## src/rtl/shift_engine_pkg.sv

```systemverilog
// Shared types for the shift engine: operation codes and controller states.
package shift_engine_pkg;

    typedef enum logic [2:0] {
        OP_NOP  = 3'd0,
        OP_LOAD = 3'd1,
        OP_SHR  = 3'd2,
        OP_SHL  = 3'd3,
        OP_ROR  = 3'd4,
        OP_ROL  = 3'd5,
        OP_ASR  = 3'd6,
        OP_LSL  = 3'd7
    } op_e;

    typedef enum logic [1:0] {
        ST_IDLE  = 2'd0,
        ST_SHIFT = 2'd1,
        ST_DONE  = 2'd2
    } state_e;

endpackage

```

## src/rtl/shift_engine_shift_step.sv

```systemverilog
// Combinational single-bit shifter: one step of the selected operation plus
// the bit that leaves the register on that step.
module shift_step
    import shift_engine_pkg::*;
#(
    parameter int WIDTH = 8
) (
    input  logic [WIDTH-1:0] q,
    input  op_e              op,
    input  logic             msb_in,
    input  logic             lsb_in,
    output logic [WIDTH-1:0] q_next,
    output logic             out_bit
);

    // NOTE: every output gets a default before the case so no latch is inferred.
    always_comb begin
        q_next  = q;
        out_bit = 1'b0;
        case (op)
            OP_SHR: begin q_next = {msb_in, q[WIDTH-1:1]};   out_bit = q[0];       end
            OP_SHL: begin q_next = {q[WIDTH-2:0], lsb_in};   out_bit = q[WIDTH-1]; end
            OP_ROR: begin q_next = {q[0], q[WIDTH-1:1]};     out_bit = q[0];       end
            OP_ROL: begin q_next = {q[WIDTH-2:0], q[WIDTH-1]}; out_bit = q[WIDTH-1]; end
            OP_ASR: begin q_next = {q[WIDTH-1], q[WIDTH-1:1]}; out_bit = q[0];     end
            OP_LSL: begin q_next = {q[WIDTH-2:0], 1'b0};     out_bit = q[WIDTH-1]; end
            default: ;
        endcase
    end

endmodule

```

## src/rtl/shift_engine.sv

```systemverilog
// Multi-cycle shift/rotate engine: one bit per clock, Busy while shifting, Done pulse.
// Optional Carry output is built when SHIFT_ENGINE_CARRY_EN is defined.
module shift_engine
    import shift_engine_pkg::*;
#(
    parameter  int WIDTH = 8,
    localparam int AW    = $clog2(WIDTH)
) (
    input  logic             Clock,
    input  logic             Clear,
    input  logic             Start,
    input  logic [2:0]       Op,
    input  logic [AW-1:0]    Amount,
    input  logic [WIDTH-1:0] D,
    input  logic             MSBIn,
    input  logic             LSBIn,
    output logic [WIDTH-1:0] Q,
    output logic             Busy,
    output logic             Done
`ifdef SHIFT_ENGINE_CARRY_EN
    ,
    output logic             Carry
`endif
);

    state_e            state;
    logic [AW-1:0]     count;
    op_e               op_r;
    logic              msb_r;
    logic              lsb_r;
    op_e               op_in;
    logic [AW-1:0]     amount_sat;
    logic [WIDTH-1:0]  step_q;
    logic              step_out;

    assign op_in = op_e'(Op);

    // Only reachable for non-power-of-two WIDTH; clamps to the longest legal shift.
    assign amount_sat = (32'(Amount) > WIDTH - 1) ? AW'(WIDTH - 1) : Amount;

    shift_step #(.WIDTH(WIDTH)) u_step (
        .q      (Q),
        .op     (op_r),
        .msb_in (msb_r),
        .lsb_in (lsb_r),
        .q_next (step_q),
        .out_bit(step_out)
    );

    // NOTE: sequential state uses non-blocking assignments so every flop samples
    // pre-edge values regardless of statement order.
    always_ff @(posedge Clock or negedge Clear) begin
        if (!Clear) begin
            state <= ST_IDLE;
            Q     <= '0;
            count <= '0;
            op_r  <= OP_NOP;
            msb_r <= 1'b0;
            lsb_r <= 1'b0;
            Busy  <= 1'b0;
            Done  <= 1'b0;
        end else begin
            case (state)
                ST_SHIFT: begin
                    Q     <= step_q;
                    count <= count - AW'(1);
                    if (count == AW'(1)) begin
                        state <= ST_DONE;
                        Busy  <= 1'b0;
                        Done  <= 1'b1;
                    end
                end
                default: begin
                    // IDLE and DONE both accept a new request.
                    state <= ST_IDLE;
                    Done  <= 1'b0;
                    if (Start) begin
                        op_r  <= op_in;
                        msb_r <= MSBIn;
                        lsb_r <= LSBIn;
                        if (op_in == OP_LOAD) begin
                            Q     <= D;
                            state <= ST_DONE;
                            Done  <= 1'b1;
                        end else if (op_in == OP_NOP || amount_sat == '0) begin
                            state <= ST_DONE;
                            Done  <= 1'b1;
                        end else begin
                            state <= ST_SHIFT;
                            count <= amount_sat;
                            Busy  <= 1'b1;
                        end
                    end
                end
            endcase
        end
    end

`ifdef SHIFT_ENGINE_CARRY_EN
    always_ff @(posedge Clock or negedge Clear) begin
        if (!Clear) begin
            Carry <= 1'b0;
        end else if (state == ST_SHIFT) begin
            Carry <= step_out;
        end else if (Start && op_in == OP_LOAD) begin
            Carry <= 1'b0;
        end
    end
`else
    logic unused_carry;
    assign unused_carry = step_out;
`endif

endmodule
```

## config.mk

```make
export PLATFORM = sky130hd
export DESIGN_NAME = shift_engine
export DESIGN_NICKNAME = d
export VERILOG_FILES = /design/src/rtl/shift_engine_pkg.sv /design/src/rtl/shift_engine_shift_step.sv /design/src/rtl/shift_engine.sv
export SDC_FILE = /design/constraint.sdc
export NUM_CORES = 1
export LEC_CHECK = 0
export ABC_AREA = 1
export BUFFER_PORTS_ARGS = -buffer_cell sky130_fd_sc_hd__buf_2
export CORE_MARGIN = 5
export CORE_UTILIZATION = 45
export DETAILED_ROUTE_END_ITERATION = 12
export PLACE_DENSITY = 0.72
export SLEW_MARGIN = 15
export SYNTH_ARGS = -nofsm -noshare
export SYNTH_HDL_FRONTEND = slang
export SYNTH_HIERARCHICAL = 1
export SYNTH_SLANG_ARGS = --single-unit
```

## constraint.sdc

```tcl
create_clock -name Clock -period 1.6 [get_ports Clock]
set_input_delay 0.08 -clock Clock [delete_from_list [all_inputs] [get_ports Clock]]
set_output_delay 0.08 -clock Clock [all_outputs]
set_load 0.05 [all_outputs]
```

==> flow_summary.toml, run 1 <==
[clock_tree]
htreeDepth = 1
path_clk_slew_ns = 0.11
cts_sinks = 19
clock_latency_ns = 0.29
cts_buffers = 3
cts-root-buf = "clkbuf_4"
cts_max_path_buffers = 2
tritoncts = "done"

[power]
intPower_uw = 1480
leakage_uw = 0.000824
switching_share_pct = 55.3
pwr-share-clk_pct = 7.4
p_seq_share_pct = 29.5
p_switching_uw = 1840
ir_drop_uv = 1430
powerDensity_nw_per_um2 = 2290
p_comb_share_pct = 63.2

[critical_path]
r2r_slack_ns = 0.22
crit_buf_inv = 1
path_max_fanout = 7
rr_startpoint = "op_r[0]"
crit_type = "reg -> reg"
crit_path_end_kind = "flip-flop"
cp_slowest_cell = "dfrtp_1"
start_kind = "flip-flop"
cp_common_cell = "nand2_1"
r2r-end = "Q[2]"
path_cells = "inv_1, nand2_1, nand2_2, nand2_1, nand3_1, nand2_1, nand2_1, nand2_1, nand2_1"
slowest_delay_ns = 0.49
rr_worst_depth = 9
worst-endpoint-required_ns = 1.80
cp_data_arrival_time_ns = 1.57
cpLargestDelayFamily = "simple AND/OR/NAND/NOR gates"

[routing]
wl_per_cell_um = 11.5
num_vias = 1254
ant_nets = 0
drt_iter0_markers = 39
drc = 0
via_per_inst = 5.10
dr.pass1.iters = 4
drt-total-wl_mm = 2.82

[global_routing]
grt_pass1_vias = 1247
grt_util_all_layers_pct = 15.9
grt_first_pass_wirelength_mm = 5.25
antenna_found_initial = 0
gr-total-overflow = 0
grt_max_degree = 20

[placed_design]
port-buffer-count = 28
globalplace.congestion = 0.823
place_area_um2 = 1390
dpl.cell_count = 239
hpwl_mm = 2.10

[yosys]
syn_inst = 181
synth_area_um2 = 1230
synthesis.nets = 202
ys_warn_count = 6
syn_avg_cell_area_um2 = 6.82

[floorplanning]
start_util_pct = 45.9
pin_count = 29
chipHeight_um = 62.4
die_x_um = 62.4
coreArea_um2 = 2690
rows = 19
die_area_um2 = 3890

[finish]
fin_nets = 237
nFillCells = 308
design_area_um2 = 1450
final_cells = 246
area_growth_pct = 17.5
drive_gt1_share_pct = 20.9
n_antenna_cell = 0

[sta]
finalSetupTns_ns = 0
slew_viol_final = 0
finalCritPeriodShare_pct = 86.1
fin_crit_ns = 1.38
max_freq_mhz = 726
slew-limit-headroom_pct = 70.8
clock-skew-final_ns = 0.00593
finalSetupViolations = 0
tightest_slew_ns = 0.438
rsz0062_at_grt = "false"
hold_viol = 0

[worst_hold_path]
hold_end = "op_r[0]"
worstHoldStart = "Op[0]"
hold-path-cell-count = 3
hold_class = "in -> reg"

[job]
maxCapViolCount = 0

[run_status]
outcome = "completed"
## flip-flops by register name (all words and copies together), names as in the netlist
signal	count
state	1
op_r	3
lsb_r	1
count	3
msb_r	1
Q	8
Done	1
Busy	1
## power by group through the flow
stage | clock network (µW) | logic (µW) | registers [µW]
after detailed placement | 0 | 2110 | 991
final | 244 | 2100 | 978
after global placement | 0 | 2070 | 988
after floorplan | 0 | 1360 | 1340
after CTS | 262 | 2120 | 981
after global routing | 284 | 2380 | 1030
## worst max-delay path by stage
stage | start | to | slack, ns | cells after the start
after detailed placement | op_r[0] | Q[2] | 0.25 | 9
after global placement | op_r[0] | Q[0] | 0.26 | 9
after global routing | op_r[0] | Q[0] | 0.07 | 9
final | op_r[0] | Q[2] | 0.22 | 9
after CTS | op_r[0] | Q[2] | 0.23 | 9
after floorplan | Done | Done | 0.18 | 5
## repair_timing
| action | CTS | global route |
|---|---|---|
| setup endpoints to repair | 0 | 0 |
| setup buffers | 0 | 0 |
| hold buffers | 3 | 0 |
| gates resized for setup | 0 | 0 |
| endpoints found under the hold margin | 21 | 0 |
## layout by cell type, fill, tap and decap left out, drive strengths merged, types with 2 or more instances in the layout
cell type,count
clkbuf,4
ha,2
dlygate4sd3,3
o21ai,5
nand4,8
nor2,3
dfrtp,19
nand2,92
nand3,27
buf,30
inv,16
a21oi,4
## cell type report
cell class / instances / area [µm²] / area share [%]
multi-input cells: 142 / 661 / 45.6
flip-flops and latches: 19 / 475 / 32.8
repair buffers: 33 / 185 / 12.8
inverters: 17 / 63.8 / 4.40
well taps: 31 / 38.8 / 2.67
clock buffers: 4 / 26.3 / 1.81
## per-stage QoR
| stage | utilization (%) | power, µW | setup WS (ns) | hold slack [ns] |
|---|---|---|---|---|
| finish | 54.0 | 3320 | 0.222 | 0.0123 |
| CTS | 54.0 | 3360 | 0.227 | 0.00224 |
| floorplan | - | 2700 | 0.182 | -0.216 |
| global route | 54.0 | 3690 | 0.0693 | 0.00816 |
| global placement | 51.9 | 3060 | 0.261 | 0.0540 |
| detailed placement | 51.9 | 3100 | 0.247 | 0.0589 |
## per-layer routing
layer	GRT usage [%]	share of wire, %
met1	19.0	42
met2	28.4	52
met3	3.60	4.7
met4	4.24	0.81
met5	0	0
## worst reg2reg max path: cells and delay by family (launching register included)
kind | cells | cell delay [ns]
buffers and inverters | 1 | 0.13
flip-flops | 1 | 0.49
AND/OR/NAND/NOR | 8 | 0.66
(Power assumes the default switching activity.)
==> run 2, diff against run 1 <==
--- a/config.mk
+++ b/config.mk
@@ -7,10 +7,12 @@
 export LEC_CHECK = 0
 export ABC_AREA = 1
 export BUFFER_PORTS_ARGS = -buffer_cell sky130_fd_sc_hd__buf_2
+export CELL_PAD_IN_SITES_DETAIL_PLACEMENT = 1
+export CELL_PAD_IN_SITES_GLOBAL_PLACEMENT = 1
 export CORE_MARGIN = 5
-export CORE_UTILIZATION = 45
+export CORE_UTILIZATION = 37
 export DETAILED_ROUTE_END_ITERATION = 12
-export PLACE_DENSITY = 0.72
+export PLACE_DENSITY = 0.81
 export SLEW_MARGIN = 15
 export SYNTH_ARGS = -nofsm -noshare
 export SYNTH_HDL_FRONTEND = slang
==> run 2 against run 1 <==
Effect of this change: routed wire length grew 27%; clock power up 5%; clock skew up 0.0052 ns; critical endpoint is now Q[6]; register-to-register slack about the same; setup slack better by 0.0056 ns; largest power group unchanged; first-iteration DRC count increased by 62%; non-clock buffer count rose by 1.
==> flow_summary.toml, run 2 (synthesis results as in run 1) <==
[sta]
finalSetupTns_ns = 0
rsz0062_at_grt = "false"
whs_ns = 0.0691
tightest_slew_ns = 0.469
clock-skew-final_ns = 0.0112
hold_viol = 0
finalSetupViolations = 0
max_freq_mhz = 729
slew_viol_final = 0
finalCritPeriodShare_pct = 85.7
slew-limit-headroom_pct = 68.7
fin_crit_ns = 1.37

[critical_path]
rr_startpoint = "op_r[0]"
cp_common_cell = "nand2_1"
slowest_delay_ns = 0.48
crit_path_end_kind = "flip-flop"
path_max_fanout = 7
cp_slowest_cell = "dfrtp_2"
crit_type = "reg -> reg"
start_kind = "flip-flop"
crit_path_start = "op_r[0]"
path_cells = "inv_1, nand2_1, nand2_2, nand2_1, nand3_1, nand2_1, nand2_1, nand2_1, nand2_1"
cp_data_arrival_time_ns = 1.61
worst-endpoint-required_ns = 1.84

[power]
ir_drop_uv = 767
powerDensity_nw_per_um2 = 2320
leakage_uw = 0.000829

[routing]
drc = 0
ant_nets = 0
via_per_inst = 4.98
drt_iter0_markers = 63
dr.pass1.iters = 4
wl_per_cell_um = 13.7
drt-total-wl_mm = 3.59
num_vias = 1304

[finish]
area_growth_pct = 20.1
layout_commonest_cell = "nand2_1"
n_antenna_cell = 0
nFillCells = 432
design_area_um2 = 1480
drive_gt1_share_pct = 21.8
fin_nets = 238
top_regs = "Q x8, count x3, op_r x3"
final_cell_mix = "87 x nand2_1, 28 x buf_2, 27 x nand3_1"
top_register = "Q"
largest_reg_flops = 8
final_cells = 262
seq_area_um2 = 477
multi_input_area_um2 = 661

[worst_hold_path]
hold_class = "in -> reg"
worstHoldStart = "D[7]"

[floorplanning]
rows = 21
chipHeight_um = 67.7
pin_count = 29
die_x_um = 67.7
start_util_pct = 37.6
coreArea_um2 = 3280
die_area_um2 = 4590

[clock_tree]
clock_latency_ns = 0.31
htreeDepth = 1
cts_sinks = 19
post_cts_buffers = 0
cts_buffers = 3
tritoncts = "done"
path_clk_slew_ns = 0.12
cts_max_path_buffers = 2
cts-root-buf = "clkbuf_4"

[global_routing]
grt_first_pass_wirelength_mm = 6.07
grt_pass1_vias = 1415
grt_max_degree = 20
grt_util_all_layers_pct = 17.4
gr-total-overflow = 0
antenna_found_initial = 0

[run_status]
outcome = "completed"

[placed_design]
globalplace.congestion = 0.849
port-buffer-count = 28
place_area_um2 = 1410
hpwl_mm = 2.65
dpl.cell_count = 254

[job]
maxCapViolCount = 0
[run 2: cell types whose count changed in the layout (fill, tap and decap cells not counted)]
cell,before,now
clkbuf_1,1,0
clkinv_2,0,1
dfrtp_1,19,18
dfrtp_2,0,1
dlygate4sd3_1,3,4
[run 2: routing by layer]
| metal | vias to the layer above | part of all wire (%) | track usage [%] |
|---|---|---|---|
| met5 | - | 0 | 0 |
| met4 | 0 | 1.5 | 6.33 |
| met3 | 8 | 3.6 | 3.16 |
| met2 | 25 | 54 | 32.1 |
| met1 | 620 | 41 | 19.7 |
| li1 | 651 | - | - |
[run 2: path summary, 6_finish.rpt]
path	to	slack (ns)	cells after the start
min reg2reg	count[1]	0.53	2
max in group asynchronous	op_r[0]	1.01	2
max	Q[6]	0.23	9
min	Q[7]	0.07	5
max reg2reg	Q[6]	0.23	9
min in group asynchronous	op_r[2]	0.24	2
[run 2: metrics by stage]
step / util (%) / total power [µW] / worst slack, ns
after floorplan: - / 2700 / 0.182
after global placement: 43.0 / 3070 / 0.286
after detailed placement: 43.0 / 3200 / 0.222
after CTS: 45.1 / 3480 / 0.191
after global routing: 45.1 / 3810 / 0.0684
final: 45.1 / 3440 / 0.228
[run 2: report_power, final]
group	switching, µW	total [µW]	internal [µW]
logic	1520	2200	675
registers	272	992	720
clock network	162	255	93.2
total	1950	3440	1490
[run 2: timing repair]
| item | in CTS | in global routing |
|---|---|---|
| gates resized for setup | 0 | 1 |
| endpoints found under the setup margin | 0 | 1 |
| hold buffers | 4 | 0 |
| endpoints found under the hold margin | 22 | 0 |
[run 2: area by class of cell]
| class | instances | area share, % |
|---|---|---|
| Tap cell | 46 | 3.89 |
| Timing Repair Buffer | 34 | 13.2 |
| Clock inverter | 1 | 0.338 |
| Clock buffer | 3 | 1.52 |
| Multi-Input combinational cell | 142 | 44.6 |
| Sequential cell | 19 | 32.2 |
| Inverter | 17 | 4.31 |
[run 2: critical path, delay by kind of cell (launching register included)]
| kind | cells | cell delay, ns |
|---|---|---|
| simple gates | 8 | 0.69 |
| buf+inv | 1 | 0.15 |
| flops | 1 | 0.48 |
